**src/rtl/serial_adder_ctrl_pkg.sv**
```systemverilog
// Shared types and constants for the bit-serial adder sequencer.
// State encodings are fixed: Idle=00, Run=01, Done=10; 11 is unused and recovers to Idle.
package serial_adder_ctrl_pkg;

  localparam int unsigned StateWidth = 2;

  typedef enum logic [StateWidth-1:0] {
    StIdle = 2'b00,
    StRun  = 2'b01,
    StDone = 2'b10
  } state_e;

  // Bit-counter width; a 1-bit operand still needs a 1-bit counter.
  function automatic int unsigned cnt_width(input int unsigned width);
    return (width > 1) ? $clog2(width) : 1;
  endfunction

endpackage

```
**src/rtl/serial_adder_ctrl_if.sv**
```systemverilog
// Request/result bundle between the front end and the serial adder.
// The optional subtract port is present only when SERIAL_ADDER_SUB_EN is defined.
interface serial_adder_ctrl_if #(
  parameter int unsigned WIDTH = 8
);
  logic             start;
  logic [WIDTH-1:0] a;
  logic [WIDTH-1:0] b;
  logic             cin;
`ifdef SERIAL_ADDER_SUB_EN
  logic             sub;
`endif
  logic             busy;
  logic             done;
  logic [WIDTH-1:0] sum;
  logic             cout;

`ifdef SERIAL_ADDER_SUB_EN
  modport master (output start, a, b, cin, sub, input busy, done, sum, cout);
  modport slave  (input start, a, b, cin, sub, output busy, done, sum, cout);
`else
  modport master (output start, a, b, cin, input busy, done, sum, cout);
  modport slave  (input start, a, b, cin, output busy, done, sum, cout);
`endif

endinterface

```
**src/rtl/fa_cell.sv**
```systemverilog
// Gate-level 1-bit full adder: sum = a^b^c, carry = majority(a, b, c).
module fa_cell (
  input  logic a,
  input  logic b,
  input  logic c,
  output logic sum,
  output logic carry
);
  logic p;

  assign p     = a ^ b;
  assign sum   = p ^ c;
  assign carry = (a & b) | (p & c);

endmodule

```
**src/rtl/serial_adder_ctrl.sv**
```systemverilog
// Bit-serial adder sequencer: one fa_cell reused LSB-first over WIDTH cycles.
// Define SERIAL_ADDER_SUB_EN to add the `sub` request bit (a - b via ~b and carry-in 1).
module serial_adder_ctrl
  import serial_adder_ctrl_pkg::*;
#(
  parameter int unsigned WIDTH = 8
) (
  input logic              clk,
  input logic              rst,
  serial_adder_ctrl_if.slave bus
);

  localparam int unsigned     CntW    = cnt_width(WIDTH);
  localparam logic [CntW-1:0] LastBit = CntW'(WIDTH - 1);

  state_e           state;
  logic [WIDTH-1:0] a_sh;
  logic [WIDTH-1:0] b_sh;
  logic [WIDTH-1:0] sum_sh;
  logic [WIDTH-1:0] sum_next;
  logic [CntW-1:0]  cnt;
  logic             carry;
  logic             fa_sum;
  logic             fa_carry;
  logic [WIDTH-1:0] b_load;
  logic             carry_load;

`ifdef SERIAL_ADDER_SUB_EN
  always_comb begin
    b_load     = bus.sub ? ~bus.b : bus.b;
    carry_load = bus.sub ? 1'b1 : bus.cin;
  end
`else
  always_comb begin
    b_load     = bus.b;
    carry_load = bus.cin;
  end
`endif

  fa_cell u_fa (
    .a     (a_sh[0]),
    .b     (b_sh[0]),
    .c     (carry),
    .sum   (fa_sum),
    .carry (fa_carry)
  );

  // New result bit enters at the MSB so the LSB-first stream lands in order.
  if (WIDTH == 1) begin : g_w1
    assign sum_next = fa_sum;
  end else begin : g_wn
    assign sum_next = {fa_sum, sum_sh[WIDTH-1:1]};
  end

  always_ff @(posedge clk or posedge rst) begin
    if (rst) begin
      state    <= StIdle;
      bus.busy <= 1'b0;
      bus.done <= 1'b0;
      bus.sum  <= '0;
      bus.cout <= 1'b0;
      a_sh     <= '0;
      b_sh     <= '0;
      sum_sh   <= '0;
      carry    <= 1'b0;
      cnt      <= '0;
    end else begin
      unique case (state)
        StIdle, StDone: begin
          bus.done <= 1'b0;
          if (bus.start) begin
            state    <= StRun;
            bus.busy <= 1'b1;
            a_sh     <= bus.a;
            b_sh     <= b_load;
            carry    <= carry_load;
            sum_sh   <= '0;
            cnt      <= '0;
          end else begin
            state <= StIdle;
          end
        end
        StRun: begin
          sum_sh <= sum_next;
          a_sh   <= a_sh >> 1;
          b_sh   <= b_sh >> 1;
          carry  <= fa_carry;
          cnt    <= cnt + CntW'(1);
          // Results are published only here, so the outputs never show partial sums.
          if (cnt == LastBit) begin
            state    <= StDone;
            bus.busy <= 1'b0;
            bus.done <= 1'b1;
            bus.sum  <= sum_next;
            bus.cout <= fa_carry;
          end
        end
        default: begin
          state    <= StIdle;
          bus.busy <= 1'b0;
          bus.done <= 1'b0;
        end
      endcase
    end
  end

endmodule

```
**src/flat_wrapper.sv**
```systemverilog
// flat-port wrapper written by rule: the top's interface ports become plain ports
module serial_adder_ctrl_flat import serial_adder_ctrl_pkg::*;
#(
  parameter int unsigned WIDTH = 8
)
  (clk, rst, bus_start, bus_a, bus_b, bus_cin, bus_busy, bus_done, bus_sum, bus_cout);
  serial_adder_ctrl_if #(.WIDTH(WIDTH)) bus_i ();
  input logic clk;
  input logic rst;
  input wire logic [$bits(bus_i.start)-1:0] bus_start;
  input wire logic [$bits(bus_i.a)-1:0] bus_a;
  input wire logic [$bits(bus_i.b)-1:0] bus_b;
  input wire logic [$bits(bus_i.cin)-1:0] bus_cin;
  output wire logic [$bits(bus_i.busy)-1:0] bus_busy;
  output wire logic [$bits(bus_i.done)-1:0] bus_done;
  output wire logic [$bits(bus_i.sum)-1:0] bus_sum;
  output wire logic [$bits(bus_i.cout)-1:0] bus_cout;
  assign bus_i.start = bus_start;
  assign bus_i.a = bus_a;
  assign bus_i.b = bus_b;
  assign bus_i.cin = bus_cin;
  assign bus_busy = bus_i.busy;
  assign bus_done = bus_i.done;
  assign bus_sum = bus_i.sum;
  assign bus_cout = bus_i.cout;
  serial_adder_ctrl #(.WIDTH(WIDTH)) u_core (.clk(clk), .rst(rst), .bus(bus_i));
endmodule
```
**config.mk**
```make
export PLATFORM = sky130hd
export DESIGN_NAME = serial_adder_ctrl_flat
export DESIGN_NICKNAME = d
export VERILOG_FILES = /design/src/rtl/serial_adder_ctrl_pkg.sv /design/src/rtl/serial_adder_ctrl_if.sv /design/src/rtl/fa_cell.sv /design/src/rtl/serial_adder_ctrl.sv /design/src/flat_wrapper.sv
export SDC_FILE = /design/constraint.sdc
export NUM_CORES = 1
export LEC_CHECK = 0
export BUFFER_PORTS_ARGS = -buffer_cell sky130_fd_sc_hd__buf_2
export CAP_MARGIN = 20
export CORE_ASPECT_RATIO = 0.7
export CORE_MARGIN = 3
export CORE_UTILIZATION = 47
export CTS_BUF_LIST = sky130_fd_sc_hd__clkbuf_8
export CTS_CLUSTER_SIZE = 10
export DETAILED_ROUTE_END_ITERATION = 6
export GPL_ROUTABILITY_DRIVEN = 0
export PLACE_DENSITY_LB_ADDON = 0.1
export RECOVER_POWER = 100
export SLEW_MARGIN = 20
export SYNTH_ARGS = -nofsm -noshare
export SYNTH_HDL_FRONTEND = slang
export SYNTH_SLANG_ARGS = --single-unit
```
**constraint.sdc**
```tcl
create_clock -name clk -period 3.4 [get_ports clk]
set_input_delay 0.17 -clock clk [delete_from_list [all_inputs] [get_ports clk]]
set_output_delay 0.17 -clock clk [all_outputs]
set_load 0.01 [all_outputs]
```
==> results.cfg <==
[outcome]
status = finished, violations left
violations = capacitance limit, slew limit

[floorplan]
die-area_um2 = 4570
io_pins = 31
die_w_um = 79.5
start_util_pct = 49.7
core_area_um2 = 3580
fp.dieH_um = 57.5
core.rowCount = 18

[setup_path]
cp_num_cells = 3
critPathArrivalTime_ns = 2.38
worst-r2r-setup-slack_ns = 1.19
critical_path_buf_inv_count = 0
endpoint = u_core.bus.cout$_DFFE_PP0P_
crit_chain = nor2b_4 -> nand2_1 -> mux2_1
path_class = reg2reg
max_stage_delay_ns = 0.83
crit_start = u_core.state[0]$_DFFE_PP0P_
worstReg2RegStart = u_core.state[0]$_DFFE_PP0P_
required_ns = 3.57
worstRegToRegCells = 3
end_kind = flip-flop
path_delay_family = simple AND/OR/NAND/NOR gates
timing.rr.end = u_core.bus.cout$_DFFE_PP0P_
critPathLaunchType = flip-flop
cp_slowest_cell = dfrtp_1
crit_fanout = 26

[grt]
grt_pass1_wl_um = 5960
grt_util_met1_pct = 22.9
grt_use_total_pct = 17.3
grt_pass1_vias = 1273
grt_start_max_net_pins = 40
use_met3_pct = 5.68
globalRouteMet2Util_pct = 26.3
antenna_found_initial = 0
grt-busiest-layer = met2
grt-ovfl-total = 0

[route]
drtPass1Iterations = 4
ant_nets = 0
drt-vias-per-instance = 5.38
dr.first_iter.drc_count = 61
drc = 0
dr_total_vias = 1200
drt_wl_total_um = 3330
wl_per_cell_um = 14.9

[power_and_ir_drop]
internal_power_mw = 1.20
swShare_pct = 34.8
pwr-share-seq_pct = 46.9
pwr-share-clk_pct = 19.5
p_leak_nw = 0.878
switchingPower_mw = 0.639
ir_worst_vdd_mv = 0.377
comb_power_share_pct = 33.6
p_per_area_nw_per_um2 = 933
power_mw = 1.84

[timing]
fmax_mhz = 452
finalCriticalPeriod_ns = 2.21
setup_viol = 0
grt_setup_unrepaired = false
worst_pin_slew_ns = 1.99
finalHoldViolCount = 0
totalNegativeSetupSlack_ns = 0
setup_ws_ns = 1.19
slew_headroom_pct = -32.8
period_share_pct = 65.0
drv_slew = 40
fin_worst_skew_ns = 0.00329

[min_path]
worstHoldPathType = in2reg
min_from = bus_a[7]

[yosys]
syn_inst = 146
syn_nets = 169
synth_warnings = 0
seq_area_frac_synth_pct = 54.9
syn_area_per_cell_um2 = 12.2
syn_area_um2 = 1780
ys_ff_latch = 39
synth_cell_types = 25

[clock_tree]
cts_resized = 0
root_buffer = clkbuf_8
cts_setup_buffers = 0
clk_latency_ns = 0.28
numCtsBuffers = 5
clk_pin_slew_ns = 0.07
tritoncts = done
hold_buffers = 0
htreeDepth = 2
cts_buffer_depth = 2
clock_sinks = 39

[job]
drv_cap = 1

[cells_and_area]
fillers = 313
syn2layout_area_growth_pct = 10.6
fin_util_pct = 54.9
drive_gt1_share_pct = 15.6
n_antenna_cell = 0
nets = 196

[placed_design]
portBuffers = 30
pre_cts_slack_ns = 1.39
place_hpwl_um = 2370
## worst register-to-register path: stages (launching register included)
cell and delay, ns:
dfrtp_1 0.83, nor2b_4 0.50, nand2_1 0.35, mux2_1 0.41
## registers in the layout, summed over array words and instances, names as in the netlist
register / cells
u_core.cnt: 3
u_core.bus.busy: 1
u_core.carry: 1
u_core.a_sh: 8
u_core.sum_sh: 7
u_core.b_sh: 8
u_core.state: 2
u_core.bus.sum: 8
u_core.bus.cout: 1
## Yosys cell counts
| master | n | share of area (%) |
|---|---|---|
| a211oi_1 | 8 | 3.4 |
| a21oi_1 | 8 | 2.3 |
| a22o_1 | 10 | 4.9 |
| buf_2 | 5 | 1.4 |
| buf_4 | 1 | 0.42 |
| buf_6 | 1 | 0.63 |
| clkbuf_1 | 4 | 0.84 |
| dfrtp_1 | 39 | 55 |
| fa_1 | 1 | 1.1 |
| ha_1 | 2 | 1.4 |
| inv_1 | 2 | 0.42 |
| mux2_2 | 1 | 0.63 |
| mux2_4 | 9 | 7.6 |
| mux2i_1 | 9 | 5.1 |
| nand2_1 | 3 | 0.63 |
| nand2_8 | 1 | 1.1 |
| nand2b_1 | 2 | 0.70 |
| nand3_1 | 2 | 0.56 |
| nor2_1 | 10 | 2.1 |
| nor2_4 | 1 | 0.63 |
| nor2b_1 | 9 | 3.2 |
| nor2b_4 | 1 | 0.77 |
| nor3_1 | 7 | 2.0 |
| o21ai_0 | 3 | 0.84 |
| o22ai_1 | 7 | 2.5 |
## power groups by stage
stage	registers (mW)	clock network, mW	logic [mW]
floorplan	0.810	0	0.603
global placement	0.856	0	0.678
detailed placement	0.872	0	0.715
CTS	0.863	0.366	0.718
global route	0.897	0.396	0.710
finish	0.861	0.358	0.617
## metal layers
| metal | vias up | wire, µm |
|---|---|---|
| li1 | 583 | - |
| met1 | 588 | 1570 |
| met2 | 25 | 1570 |
| met3 | 4 | 162 |
| met4 | 0 | 29 |
| met5 | - | 0 |
## layout by cell type (no fill, tap or decap), types with 2 or more instances in the layout
cell type / n
clkbuf_8: 5
o22ai_1: 7
ha_1: 2
a21oi_1: 8
clkbuf_1: 12
a211oi_1: 8
nor3_1: 7
dfrtp_1: 39
mux2i_1: 9
nand2b_1: 2
nand2_1: 4
inv_1: 3
a22o_1: 10
buf_2: 19
nor2_1: 11
mux2_1: 9
nand3_1: 2
o21ai_0: 3
nor2b_1: 9
## cell families (layout without fill, tap and decap cells)
| logic type | Yosys count | after routing | synth area share (%) |
|---|---|---|---|
| and+or+nand+nor | 36 | 36 | 11.7 |
| adders and majority gates | 3 | 3 | 2.53 |
| muxes | 19 | 19 | 13.3 |
| buffers and inverters | 13 | 40 | 3.73 |
| AOI/OAI and AO/OA | 36 | 36 | 13.9 |
| DFF | 39 | 39 | 54.9 |
## area by class of cell
type	instances	area [µm²]	area share [%]
clock inverters	2	33.8	1.72
clock buffers	5	68.8	3.50
inverters	2	7.51	0.382
repair buffers	31	140	7.12
flip-flops and latches	39	976	49.6
well taps	50	62.6	3.18
multi-input cells	94	678	34.5
## worst min path at each step
| stage | cells past startpoint | end |
|---|---|---|
| 2_1_floorplan | 1 | u_core.a_sh[7]$_DFFE_PP0P_ |
| 4_1_cts | 3 | u_core.bus.sum[7]$_DFFE_PP0P_ |
| 3_3_place_gp | 3 | u_core.bus.sum[4]$_DFFE_PP0P_ |
| 5_1_grt | 2 | u_core.a_sh[7]$_DFFE_PP0P_ |
| 3_5_place_dp | 3 | u_core.bus.sum[5]$_DFFE_PP0P_ |
| 6_report | 2 | u_core.a_sh[7]$_DFFE_PP0P_ |
## per-stage QoR
| step | cells | instance area [µm²] | hold WS, ns |
|---|---|---|---|
| 2_1_floorplan | 146 | 1780 | 0.310 |
| 3_3_place_gp | 216 | 1940 | 0.302 |
| 3_5_place_dp | 216 | 1940 | 0.325 |
| 4_1_cts | 223 | 2040 | 0.0163 |
| 5_1_grt | 223 | 1970 | 0.125 |
| 6_report | 223 | 1970 | 0.119 |
Note: power is estimated with default switching activity, not from simulation.
